File: config.mk
export PLATFORM = sky130hd
export DESIGN_NAME = collector_rr_arbiter
export DESIGN_NICKNAME = d
export VERILOG_FILES = /design/src/rtl/collector_rr_arbiter.sv
export SDC_FILE = /design/constraint.sdc
export NUM_CORES = 1
export LEC_CHECK = 0
export BUFFER_PORTS_ARGS = -buffer_cell sky130_fd_sc_hd__buf_4
export CORE_ASPECT_RATIO = 1.2
export CORE_MARGIN = 2
export CORE_UTILIZATION = 48
export CTS_CLUSTER_SIZE = 40
export DETAILED_ROUTE_END_ITERATION = 6
export GPL_ROUTABILITY_DRIVEN = 0
export PLACE_DENSITY_LB_ADDON = 0.05
export SYNTH_ARGS = -nofsm -noshare
export SYNTH_HDL_FRONTEND = slang
export SYNTH_SLANG_ARGS = --single-unit
File: constraint.sdc
create_clock -name clk -period 4.7 [get_ports clk]
set_clock_uncertainty 0.2 [all_clocks]
set_input_delay 0 -clock clk [delete_from_list [all_inputs] [get_ports clk]]
set_output_delay 0 -clock clk [all_outputs]
set_load 0.02 [all_outputs]
File: src/rtl/collector_rr_arbiter.sv
// collector_rr_arbiter
// Shares one downstream collector between NUM_PORTS router local output ports.
// Upstream ports are served round-robin (one acceptance per two cycles) into a
// small circular FIFO; the FIFO head is offered to the collector with the same
// Req/Gnt handshake. Packet contents pass through untouched.
module collector_rr_arbiter #(
    parameter int NUM_PORTS  = 4,
    parameter int dataWidth  = 32,
    parameter int FIFO_DEPTH = 4,
    parameter int CNT_W      = 3
) (
    input  logic                           clk,
    input  logic                           reset,
    input  logic [NUM_PORTS*dataWidth-1:0] PacketIn,
    input  logic [NUM_PORTS-1:0]           ReqUpStr,
    output logic [NUM_PORTS-1:0]           GntUpStr,
    output logic [NUM_PORTS-1:0]           UpStrFull,
    output logic [dataWidth-1:0]           PacketOut,
    output logic                           ReqDnStr,
    input  logic                           GntDnStr,
    input  logic                           DnStrFull,
    output logic [CNT_W-1:0]               FifoCount
);

    localparam int PTR_W = $clog2(NUM_PORTS);
    localparam int AW    = $clog2(FIFO_DEPTH);

    localparam logic [PTR_W:0]   NP_W     = (PTR_W+1)'(NUM_PORTS);
    localparam logic [PTR_W-1:0] LAST_RST = PTR_W'(NUM_PORTS - 1);
    localparam logic [CNT_W-1:0] FULL_CNT = CNT_W'(FIFO_DEPTH);

    typedef enum logic {
        U_IDLE,
        U_GRANT
    } u_state_t;

    typedef enum logic {
        D_IDLE,
        D_WAIT
    } d_state_t;

    // Upstream control state
    u_state_t               u_state_q, u_state_d;
    logic [PTR_W-1:0]       last_q, last_d;
    logic [NUM_PORTS-1:0]   gnt_q, gnt_d;

    // Downstream control state
    d_state_t               d_state_q, d_state_d;
    logic                   req_dn_q, req_dn_d;
    logic [dataWidth-1:0]   pkt_out_q, pkt_out_d;

    // FIFO bookkeeping
    logic [AW-1:0]          wr_ptr_q, wr_ptr_d;
    logic [AW-1:0]          rd_ptr_q, rd_ptr_d;
    logic [CNT_W-1:0]       count_q, count_d;
    logic                   full_q, full_d;
    logic [dataWidth-1:0]   mem_q [FIFO_DEPTH];

    // Arbitration and handshake decode
    logic [dataWidth-1:0]   pkt_in [NUM_PORTS];
    logic [PTR_W:0]         scan_idx;
    logic [PTR_W-1:0]       winner;
    logic                   found;
    logic                   push;
    logic                   pop;

    for (genvar gi = 0; gi < NUM_PORTS; gi++) begin : g_unpack
        assign pkt_in[gi] = PacketIn[gi*dataWidth +: dataWidth];
    end

    // Find the first requester after the last winner, wrapping modulo NUM_PORTS.
    always_comb begin
        found    = 1'b0;
        winner   = last_q;
        scan_idx = '0;
        for (int k = 1; k <= NUM_PORTS; k++) begin
            scan_idx = {1'b0, last_q} + (PTR_W+1)'(k);
            if (scan_idx >= NP_W) begin
                scan_idx = scan_idx - NP_W;
            end
            if (!found && ReqUpStr[scan_idx[PTR_W-1:0]]) begin
                found  = 1'b1;
                winner = scan_idx[PTR_W-1:0];
            end
        end
    end

    // A push only happens from U_IDLE with room in the FIFO, so it never overflows.
    assign push = (u_state_q == U_IDLE) && found && (count_q != FULL_CNT);

    // Upstream FSM: grant for exactly one cycle, then ignore requests for one cycle.
    always_comb begin
        u_state_d = u_state_q;
        last_d    = last_q;
        gnt_d     = '0;
        case (u_state_q)
            U_IDLE: begin
                if (push) begin
                    u_state_d     = U_GRANT;
                    last_d        = winner;
                    gnt_d[winner] = 1'b1;
                end
            end
            U_GRANT: begin
                u_state_d = U_IDLE;
            end
            default: begin
                u_state_d = U_IDLE;
            end
        endcase
    end

    // Downstream FSM: present the FIFO head and hold it until the collector grants.
    always_comb begin
        d_state_d = d_state_q;
        req_dn_d  = req_dn_q;
        pkt_out_d = pkt_out_q;
        pop       = 1'b0;
        case (d_state_q)
            D_IDLE: begin
                if ((count_q != '0) && !DnStrFull) begin
                    d_state_d = D_WAIT;
                    req_dn_d  = 1'b1;
                    pkt_out_d = mem_q[rd_ptr_q];
                end
            end
            D_WAIT: begin
                if (GntDnStr) begin
                    d_state_d = D_IDLE;
                    req_dn_d  = 1'b0;
                    pop       = 1'b1;
                end
            end
            default: begin
                d_state_d = D_IDLE;
                req_dn_d  = 1'b0;
            end
        endcase
    end

    // FIFO pointers and occupancy; a simultaneous push and pop leaves the count alone.
    always_comb begin
        wr_ptr_d = wr_ptr_q;
        rd_ptr_d = rd_ptr_q;
        count_d  = count_q;
        if (push) begin
            wr_ptr_d = wr_ptr_q + AW'(1);
        end
        if (pop) begin
            rd_ptr_d = rd_ptr_q + AW'(1);
        end
        case ({push, pop})
            2'b10:   count_d = count_q + CNT_W'(1);
            2'b01:   count_d = count_q - CNT_W'(1);
            default: count_d = count_q;
        endcase
        full_d = (count_d == FULL_CNT);
    end

    // Control and output registers; reset discards buffered packets by clearing pointers.
    always_ff @(posedge clk or negedge reset) begin
        if (!reset) begin
            u_state_q <= U_IDLE;
            last_q    <= LAST_RST;
            gnt_q     <= '0;
            d_state_q <= D_IDLE;
            req_dn_q  <= 1'b0;
            pkt_out_q <= '0;
            wr_ptr_q  <= '0;
            rd_ptr_q  <= '0;
            count_q   <= '0;
            full_q    <= 1'b0;
        end else begin
            u_state_q <= u_state_d;
            last_q    <= last_d;
            gnt_q     <= gnt_d;
            d_state_q <= d_state_d;
            req_dn_q  <= req_dn_d;
            pkt_out_q <= pkt_out_d;
            wr_ptr_q  <= wr_ptr_d;
            rd_ptr_q  <= rd_ptr_d;
            count_q   <= count_d;
            full_q    <= full_d;
        end
    end

    // Packet storage carries data only, so it is written without reset.
    always_ff @(posedge clk) begin
        if (push) begin
            mem_q[wr_ptr_q] <= pkt_in[winner];
        end
    end

    assign GntUpStr  = gnt_q;
    assign UpStrFull = {NUM_PORTS{full_q}};
    assign PacketOut = pkt_out_q;
    assign ReqDnStr  = req_dn_q;
    assign FifoCount = count_q;

endmodule

==> flow_metrics.py <==
metrics = {
    "status": {
        "status": "finished with violations",
        "violations": "negative hold slack",
    },
    "sta": {
        "setup-violations-final": 0,
        "drv_slew": 0,
        "period_share_pct": 76.08,
        "worstMarginPinSlew_ns": 0.9831,
        "maxSlewHeadroom_pct": 33.96,
        "rsz0062_at_grt": "false",
        "fmax_ghz": 0.2797,
        "min_period_ns": 3.576,
        "hold_viol_final": 42,
        "holdWs_ns": -0.01776,
        "tns_ns": 0,
    },
    "global_route": {
        "grt_max_degree": 50,
        "overflow": 0,
        "grt_pass1_vias": 4686,
        "antenna_found_initial": 0,
        "grt_use_total_pct": 20.22,
        "grt_first_pass_wirelength_um": 24920,
    },
    "critical_path": {
        "crit_path_start_kind": "input port",
        "cp.required_ns": 4.65,
        "r2r_cells": 6,
        "endpoint_kind": "flop",
        "cp_max_fo": 21,
        "path_class": "input port to flop",
        "worstPathArrival_ns": 3.53,
    },
    "yosys": {
        "synthFlopType": "edfxtp_1",
        "synth-xor-area-share_pct": 0.7055,
        "synth-simple-area-share_pct": 2.049,
        "syn_area_um2": 7448,
        "ys_warn_count": 0,
        "synth_common_cells": "edfxtp_1 (128), mux4_2 (64), dfrtp_1 (47), mux2_1 (26), buf_2 (10)",
        "syn-num-nets": 501,
        "synth_edf_count": 128,
        "synth_cell_types": 32,
        "synth_top_family_by_area": "multiplexers",
        "synth-compound-area-share_pct": 0.8399,
        "yosysTopAreaCellShare_pct": 51.60,
        "synth.mux.area_fraction_pct": 24.32,
        "synth.avg_cell_area_um2": 20.75,
        "synth.largest_area_cell": "edfxtp_1",
        "ys_ff_latch": 177,
        "synthMostInstantiatedCell": "edfxtp_1",
        "ys_seq_area_share_pct": 68.10,
        "synth_area_leaders": "edfxtp_1 (52%), mux4_2 (19%), dfrtp_1 (16%)",
        "synth-adder-area-share_pct": 1.109,
        "async_flop_share_pct": 27.68,
        "synth_cells": 359,
    },
    "clocking": {
        "cts_resized": 0,
        "clockRootBuffer": "clkbuf_16",
        "ctsHoldBuffers": 72,
        "htreeDepth": 4,
        "cts_setup_buffers": 0,
        "clkLatencyLatePin_ns": 0.42,
        "cts_buffers": 17,
        "cts.sinks": 177,
        "cts_tree": "yes",
        "cts_buffer_depth": 2,
        "path_clk_slew_ns": 0.06,
    },
    "route": {
        "drcViolationCount": 0,
        "via_count": 4345,
        "wl_per_cell_um": 18.93,
        "drt_iter0_drc": 198,
        "vias_per_cell": 5.267,
        "ant_nets": 0,
        "wl_um": 15620,
        "drt_first_pass_iters": 4,
    },
    "floorplanning": {
        "row_count": 49,
        "die-area_um2": 16530,
        "core_area_um2": 15080,
        "start_util_pct": 49.39,
        "pin_count": 180,
        "die_x_um": 117.7,
        "dieHeight_um": 140.5,
    },
    "layout": {
        "finalNetCount": 750,
        "layout-drive-gt1-share_pct": 46.22,
        "antenna_cells": 0,
        "areaGrowthSynthToFinish_pct": 36.94,
        "fillers": 1070,
        "fin_cells": 825,
    },
    "power_and_ir_drop": {
        "pwr-share-seq_pct": 41.5,
        "switchingPower_uw": 2094,
        "intPower_uw": 4748,
        "p_per_area_nw_per_um2": 670.8,
        "ir_drop_mv": 0.3770,
        "switching_share_pct": 30.61,
        "leakage_uw": 0.003961,
        "clock_power_share_pct": 19.5,
        "power_frac_comb_pct": 39.0,
    },
    "worst_hold_path": {
        "min_path_type": "input port to asynchronous set/reset pin",
    },
    "place": {
        "placedCellCount": 721,
        "dp_hpwl_um": 9612,
        "io_buffers": 179,
    },
    "job": {
        "cap_viol_max_count": 0,
    },
}
path summary, 6_finish.rpt:
kind | slack (ns) | endpoint | start
max in group asynchronous | 3.80 | rd_ptr_q[1]$_DFFE_PN0P_ | reset
min | -0.02 | PacketOut[15]$_DFFE_PN0P_ | reset
max | 1.12 | mem_q[0][4]$_DFFE_PP_ | ReqUpStr[3]
min reg2reg | 0.29 | PacketOut[14]$_DFFE_PN0P_ | PacketOut[14]$_DFFE_PN0P_
min in group clk | 0.04 | u_state_q$_DFF_PN0_ | ReqUpStr[0]
max reg2reg | 1.22 | mem_q[0][4]$_DFFE_PP_ | last_q[0]$_DFFE_PN1P_
final cells by class:
cell class | instances | area, um^2 | area share (%)
clock buffers | 25 | 475.5 | 4.661
clock inverters | 7 | 86.33 | 0.8464
inverters | 9 | 33.78 | 0.3312
multi-input cells | 148 | 2180 | 21.37
flip-flops and latches | 177 | 5075 | 49.75
well taps | 204 | 255.2 | 2.502
repair buffers | 255 | 2095 | 20.53
worst max-delay path, cell delays in order:
cell and delay [ns]:
dlygate4sd3_1 0.53, buf_4 0.12, nor2_1 0.04, dlygate4sd3_1 0.55, nor3b_1 0.28, a21o_1 0.57, buf_4 0.44, mux4_2 0.35
dlygate4sd3_1 0.62
registers in the layout (all words and copies together) (netlist names):
register	count
wr_ptr_q	2
d_state_q	1
u_state_q	1
last_q	2
FifoCount	3
GntUpStr	4
mem_q	128
PacketOut	32
ReqDnStr	1
full_q	1
rd_ptr_q	2
placed cells by master, fill, tap and decap left out, types with 3 or more instances in the layout:
cell / count
and2_2: 4
buf_4: 183
clkbuf_1: 6
clkbuf_16: 17
dfrtp_1: 45
dlygate4sd3_1: 72
edfxtp_1: 128
ha_1: 5
inv_1: 9
mux2_1: 26
mux2_2: 6
mux4_2: 64
nand2_1: 8
nand2b_1: 3
nor2_1: 3
nor3_1: 4
nor3b_1: 3
o21ai_0: 5
xnor2_1: 4
per-layer routing:
layer / vias to the layer above / GRT usage (%) / share of wire, % / wire length [um]
li1: 1950 / - / - / -
met1: 2231 / 24.40 / 38 / 5995
met2: 147 / 36.11 / 55 / 8580
met3: 17 / 4.927 / 5.4 / 843
met4: 0 / 6.151 / 1.2 / 194
met5: - / 0 / 0 / 0
metrics by stage:
stage	utilization, %	cell area, um^2	total power [uW]	setup WS (ns)
2_1_floorplan	-	7448	4510	2.158
3_3_place_gp	59.13	8917	5224	1.817
3_5_place_dp	59.13	8917	5300	1.575
4_1_cts	67.63	10200	6933	1.171
5_1_grt	67.63	10200	7225	0.9587
6_report	67.63	10200	6842	1.124
power groups by stage:
stage / clock network [uW] / registers (uW) / logic [uW]
after global routing: 1430 / 2920 / 2880
after CTS: 1360 / 2860 / 2710
after detailed placement: 0 / 2880 / 2420
final: 1340 / 2840 / 2670
after floorplan: 0 / 2920 / 1590
after global placement: 0 / 2840 / 2380
cell families (layout without fill, tap and decap cells):
family | Yosys count | after routing
AOI/OAI and AO/OA | 10 | 10
xor gates and xnor gates | 6 | 6
adders and majority gates | 6 | 6
buffers and inverters | 34 | 296
DFF | 177 | 177
muxes | 97 | 97
and+or+nand+nor | 29 | 29
Note: power is estimated with default switching activity, not from simulation.
